`src/rtl/queue_pkg.sv`:
```
// Shared types for queue_burst_reader: FSM state and burst close cause.
package queue_pkg;

    typedef enum logic {QBR_IDLE, QBR_HOLD} qbr_state_e;

    typedef enum logic [1:0] {NONE, FULL, FLUSH, TMO} qbr_close_e;

endpackage

```
`src/rtl/qbr_idle_timer.sv`:
```
// Saturating idle-cycle counter; expired is high once the count reaches TIMEOUT.
module qbr_idle_timer #(
    parameter int TIMEOUT = 16,
    parameter int TCNT_W  = $clog2(TIMEOUT + 1)
) (
    input  logic clk,
    input  logic rst_n,
    input  logic clr,
    input  logic inc,
    output logic expired
);

    logic [TCNT_W-1:0] cnt_q;

    assign expired = (cnt_q == TCNT_W'(TIMEOUT));

    always_ff @(posedge clk or negedge rst_n) begin
        if (!rst_n) begin
            cnt_q <= '0;
        end else if (clr) begin
            cnt_q <= '0;
        end else if (inc && !expired) begin
            cnt_q <= cnt_q + 1'b1;
        end
    end

endmodule

```
`src/rtl/queue_burst_reader.sv`:
```
// Drains a show-ahead queue into a framed valid/ready stream with out_last.
// Optional QUEUE_BURST_READER_STATS_EN adds burst_cnt / tmo_cnt outputs.
module queue_burst_reader
    import queue_pkg::*;
#(
    parameter int DATA_WIDTH = 16,
    parameter int BURST_LEN  = 8,
    parameter int TIMEOUT    = 16,
    parameter int BCNT_W     = $clog2(BURST_LEN),
    parameter int TCNT_W     = $clog2(TIMEOUT + 1)
) (
    input  logic                  clk,
    input  logic                  rst_n,
    input  logic                  q_empty,
    input  logic [DATA_WIDTH-1:0] q_data,
    output logic                  q_deq_ready,
    input  logic                  flush,
    output logic                  out_valid,
    output logic [DATA_WIDTH-1:0] out_data,
    output logic                  out_last,
    input  logic                  out_ready,
    output logic                  busy
`ifdef QUEUE_BURST_READER_STATS_EN
    ,
    output logic [15:0]           burst_cnt,
    output logic [15:0]           tmo_cnt
`endif
);

    qbr_state_e            state_q, state_d;
    qbr_close_e            cause;
    logic [DATA_WIDTH-1:0] hold_q, hold_d;
    logic [DATA_WIDTH-1:0] out_data_d;
    logic                  out_valid_d, out_last_d;
    logic [BCNT_W-1:0]     beat_q, beat_d;
    logic                  can_move, pop, expired;

    assign can_move    = !out_valid || out_ready;
    assign pop         = rst_n && !q_empty && !flush && (state_q == QBR_IDLE || can_move);
    assign q_deq_ready = pop;
    assign busy        = (state_q == QBR_HOLD) || out_valid;

    qbr_idle_timer #(
        .TIMEOUT(TIMEOUT),
        .TCNT_W (TCNT_W)
    ) u_idle_timer (
        .clk    (clk),
        .rst_n  (rst_n),
        .clr    (pop),
        .inc    (state_q == QBR_HOLD && !pop),
        .expired(expired)
    );

    always_comb begin
        state_d     = state_q;
        hold_d      = hold_q;
        beat_d      = beat_q;
        out_valid_d = out_valid;
        out_data_d  = out_data;
        out_last_d  = out_last;
        cause       = NONE;

        if (out_valid && out_ready) begin
            out_valid_d = 1'b0;
        end

        if (state_q == QBR_IDLE) begin
            if (pop) begin
                hold_d  = q_data;
                state_d = QBR_HOLD;
            end
        end else if (can_move) begin
            // Close causes outrank a plain pop, except timeout, which only fires when nothing arrives.
            if (beat_q == BCNT_W'(BURST_LEN - 1)) begin
                cause = FULL;
            end else if (flush) begin
                cause = FLUSH;
            end else if (pop) begin
                out_valid_d = 1'b1;
                out_data_d  = hold_q;
                out_last_d  = 1'b0;
                beat_d      = beat_q + 1'b1;
                hold_d      = q_data;
            end else if (expired) begin
                cause = TMO;
            end

            if (cause != NONE) begin
                out_valid_d = 1'b1;
                out_data_d  = hold_q;
                out_last_d  = 1'b1;
                beat_d      = '0;
                if (pop) begin
                    hold_d = q_data;
                end else begin
                    state_d = QBR_IDLE;
                end
            end
        end
    end

    always_ff @(posedge clk or negedge rst_n) begin
        if (!rst_n) begin
            state_q   <= QBR_IDLE;
            hold_q    <= '0;
            beat_q    <= '0;
            out_valid <= 1'b0;
            out_data  <= '0;
            out_last  <= 1'b0;
        end else begin
            state_q   <= state_d;
            hold_q    <= hold_d;
            beat_q    <= beat_d;
            out_valid <= out_valid_d;
            out_data  <= out_data_d;
            out_last  <= out_last_d;
        end
    end

`ifdef QUEUE_BURST_READER_STATS_EN
    always_ff @(posedge clk or negedge rst_n) begin
        if (!rst_n) begin
            burst_cnt <= '0;
            tmo_cnt   <= '0;
        end else begin
            if (out_valid && out_ready && out_last) begin
                burst_cnt <= burst_cnt + 16'd1;
            end
            if (cause == TMO) begin
                tmo_cnt <= tmo_cnt + 16'd1;
            end
        end
    end
`endif

endmodule

```
`config.mk`:
```
export PLATFORM = sky130hd
export DESIGN_NAME = queue_burst_reader
export DESIGN_NICKNAME = d
export VERILOG_FILES = /design/src/rtl/queue_pkg.sv /design/src/rtl/qbr_idle_timer.sv /design/src/rtl/queue_burst_reader.sv
export SDC_FILE = /design/constraint.sdc
export NUM_CORES = 1
export LEC_CHECK = 0
export CORE_ASPECT_RATIO = 0.6
export CORE_MARGIN = 2
export CORE_UTILIZATION = 40
export DETAILED_ROUTE_END_ITERATION = 10
export DONT_BUFFER_PORTS = 1
export PLACE_DENSITY = 0.54
export SYNTH_ARGS = -nofsm -noshare
export SYNTH_HDL_FRONTEND = slang
export SYNTH_HIERARCHICAL = 1
export SYNTH_SLANG_ARGS = --single-unit
```
`constraint.sdc`:
```
create_clock -name clk -period 3.9 [get_ports clk]
set_input_delay 0.78 -clock clk [delete_from_list [all_inputs] [get_ports clk]]
set_output_delay 0.78 -clock clk [all_outputs]
set_load 0.005 [all_outputs]
```
==> impl_metrics.csv <==
group,metric,value,unit
pwr,clockPowerShare,0.263,
synth,synth_async_sr_flop_share,1.00,
floorplanning,floorplan.initialDensity,0.409,
synth,ys_dominant_reg_cell,"sky130_fd_sc_hd__dfrtp_1",
setup_path,r2r_cells,6,
detailed_routing,ant_nets,0,
synth,synth_mux_area_frac,0.228,
synth,yosysTopAreaCellShare,0.586,
synth,complex_gate_fraction_of_the_synthesized_area,0.0422,
floorplanning,ports,41,
clocking,postCtsHoldBufs,0,
layout,layout.cells.most_common,"sky130_fd_sc_hd__dfrtp_1",
setup_path,setup.worst_path.start,"q_empty",
timing,finalSetupTns,0,ns
pwr,p_comb_frac,0.174,
timing,timing.clock.skew,0.00382,ns
clocking,clock-root-buffer,"sky130_fd_sc_hd__clkbuf_8",
pwr,power_per_cell_area,615,nW/µm²
layout,area_growth,7.90,%
setup_path,r2r-start,"u_idle_timer/cnt_q[0]$_DFFE_PN0P_",
run,timing.max_cap.violations,0,
setup_path,setup.worst_path.class,"input port to primary output",
setup_path,slowest_stage,"sky130_fd_sc_hd__a311o_2",
setup_path,timing.critical_path.to,"q_deq_ready",
synth,yosys.area_share.simple,0.0790,
synth,syn_area_per_cell,14.9,µm²
synth,netlist_area,1840,µm²
global_routing,grt_pass1_vias,1074,
placed_design,place.detailed.hpwl,2120,µm
pwr,switching_power,309,µW
floorplanning,chipHeight,56.5,µm
setup_path,worst_ep_required_time,3.12,ns
floorplanning,placementRows,19,
placed_design,place_congestion,0.785,
global_routing,pin_count_of_the_biggest_net_entering_global_routing,46,
detailed_routing,drc_errors,0,
timing,hold_viol_final,0,
pwr,internal_power,910,µW
setup_path,critPathLaunchType,"input port",
global_routing,global_route.overflow_total,0,
clocking,numClockSinks,43,
placed_design,place_inst,183,
timing,fin_worst_setup_slack,1.40,ns
global_routing,globalRouteTotalUtil,0.135,
detailed_routing,viasPerCell,5.07,
timing,tightestPinTransition,0.748,ns
timing,slew_violations,0,
pwr,max-vdd-ir-drop,0.230,mV
synth,synth_fa_ha_area_frac,0.0272,
detailed_routing,route.final.wire_length,3040,µm
clocking,post_cts.repair.setup_buffers,0,
synth,synth_seq_cells,43,
setup_path,worstPathCellList,"nand2b_1 > a311o_2 > inv_1",
clocking,tritoncts_clock_tree,"yes",
setup_path,cp_slowest_stage_delay,0.52,ns
min_path,hold_class,"input port to asynchronous set/reset pin",
synth,instance_count_of_the_mapped_netlist,123,
timing,slew_headroom,0.499,
setup_path,cp_top_family,"compound AO/OA/AOI/OAI gates",
setup_path,end_kind,"primary output",
synth,yosys_warnings,6,
synth,synth_seq_area_share,0.586,
timing,setup_repair_after_global_routing_missed_its_margin,"false",
outcome,status,"completed",
detailed_routing,drtIter0Drc,59,
layout,final_cells,190,
pwr,p_total,1.22,mW
layout,final_cell_mix,"43 x sky130_fd_sc_hd__dfrtp_1, 27 x sky130_fd_sc_hd__mux2_2, 7 x sky130_fd_sc_hd__mux2_4",
setup_path,register_to_register_setup_slack,1.49,ns
layout,layout.filler_cells,416,
pwr,seq_power_share,0.564,
timing,holdWs,0.180,ns
timing,post-route-period-util,0.640,
floorplanning,die_w,91.5,µm
setup_path,critical_path_cell_count,3,
setup_path,timing.rr.end,"out_data[12]$_DFFE_PN0P_",
global_routing,grt_antenna_before_repair,0,
synth,synth_area_leaders,"sky130_fd_sc_hd__dfrtp_1 59%, sky130_fd_sc_hd__mux2_2 17%, sky130_fd_sc_hd__mux2_4 5.7%, sky130_fd_sc_hd__ha_1 2.7%, sky130_fd_sc_hd__nand2b_1 1.4%",
timing,max_freq,0.400,GHz
clocking,cts.path.max_buffers,2,
synth,synth_fp_nets,148,
layout,antenna_cells,0,
pwr,p_sw_frac,0.254,
clocking,htree_levels,2,
clocking,insertion_delay,0.29,ns
layout,post_layout_utilization_of_the_core,0.441,
placed_design,postPlaceCellArea,1880,µm²
setup_path,cp_num_buf_inv,1,
setup_path,critPathArrivalTime,1.72,ns
floorplanning,core-area,4490,µm²
synth,yosysUniqueCellTypes,29,
timing,finalSetupViolCount,0,
global_routing,first_pass_grt_wire_length,5320,µm
synth,fraction_of_synthesized_cell_area_in_xor_and_xnor_cells,0.00954,
detailed_routing,final_routed_wire_length_divided_by_cell_count,16.0,µm
placed_design,post-place-ws,1.39,ns
clocking,cts_resized,0,
timing,period_minus_slack,2.50,ns
layout,layout.nets,152,
synth,synth.largest_area_cell,"sky130_fd_sc_hd__dfrtp_1",
synth,synth_top_family_by_area,"multiplexers",
layout,drive_gt1_frac,0.378,
setup_path,worstPathMaxFanout,18,
layout,fin_area,1980,µm²
detailed_routing,route.vias.total,963,
floorplanning,floorplan.die_area,5170,µm²
clocking,tritoncts.num_buffers,5,
detailed_routing,number_of_search_and_repair_iterations_in_the_first_detailed_routing_pass,4,
synth,synth_edf_count,0,
clocking,path_clk_slew,0.07,ns
pwr,static-leakage-power,0.906,nW
placed_design,place.port_buffers,0,
-- cell families (layout without fill, tap and decap cells) --
logic type      after synthesis  in the layout
compound gates                8              8
xor+xnor                      2              2
fa+ha+maj                     4              4
buf+inv                       7             11
flops                        43             43
mux                          35             35
simple gates                 24             24
-- sequential cells by signal, indices dropped and copies added, names as in the netlist --
| signal | count |
|---|---|
| hold_q | 16 |
| out_last | 1 |
| state_q | 1 |
| out_valid | 1 |
| out_data | 16 |
| u_idle_timer/cnt_q | 5 |
| beat_q | 3 |
-- layout make-up --
type / count / area [µm²] / area share
Clock buffer: 6 / 72.6 / 0.0366
Clock inverter: 1 / 30.0 / 0.0152
Inverter: 4 / 15.0 / 0.00758
Multi-Input combinational cell: 73 / 709 / 0.358
Sequential cell: 43 / 1080 / 0.543
Tap cell: 63 / 78.8 / 0.0398
-- power groups by stage --
stage	combinational (mW)	clock, mW	sequential [mW]
after floorplan	0.191	0	0.662
after global placement	0.202	0	0.692
after detailed placement	0.214	0	0.698
after CTS	0.215	0.335	0.690
after global routing	0.236	0.359	0.706
final	0.211	0.320	0.687
-- metal layers --
layer,track usage,share of wire
met3,0.0644,0.089
met5,0,0
met1,0.156,0.41
met4,0.0519,0.012
met2,0.220,0.49
-- worst min path at each step --
stage | depth (start not counted) | to | slack (ns) | from
2_1_floorplan | 1 | out_data[0]$_DFFE_PN0P_ | 0.47 | hold_q[0]$_DFFE_PN0N_
3_3_place_gp | 1 | out_data[2]$_DFFE_PN0P_ | 0.48 | hold_q[2]$_DFFE_PN0N_
3_5_place_dp | 0 | out_data[3]$_DFFE_PN0P_ | 0.49 | rst_n
4_1_cts | 0 | out_data[5]$_DFFE_PN0P_ | 0.17 | rst_n
5_1_grt | 0 | out_last$_DFFE_PN0P_ | 0.15 | rst_n
6_report | 0 | out_data[3]$_DFFE_PN0P_ | 0.18 | rst_n
-- synth_stat cells, types with 2 or more instances --
master / n
sky130_fd_sc_hd__a22o_2: 2
sky130_fd_sc_hd__dfrtp_1: 43
sky130_fd_sc_hd__ha_1: 4
sky130_fd_sc_hd__inv_1: 4
sky130_fd_sc_hd__mux2_2: 27
sky130_fd_sc_hd__mux2_4: 7
sky130_fd_sc_hd__nand2_1: 4
sky130_fd_sc_hd__nand2b_1: 4
sky130_fd_sc_hd__nand4_1: 2
sky130_fd_sc_hd__nor2_1: 6
sky130_fd_sc_hd__xor2_1: 2
No activity file was read; power rests on OpenSTA's default activity.
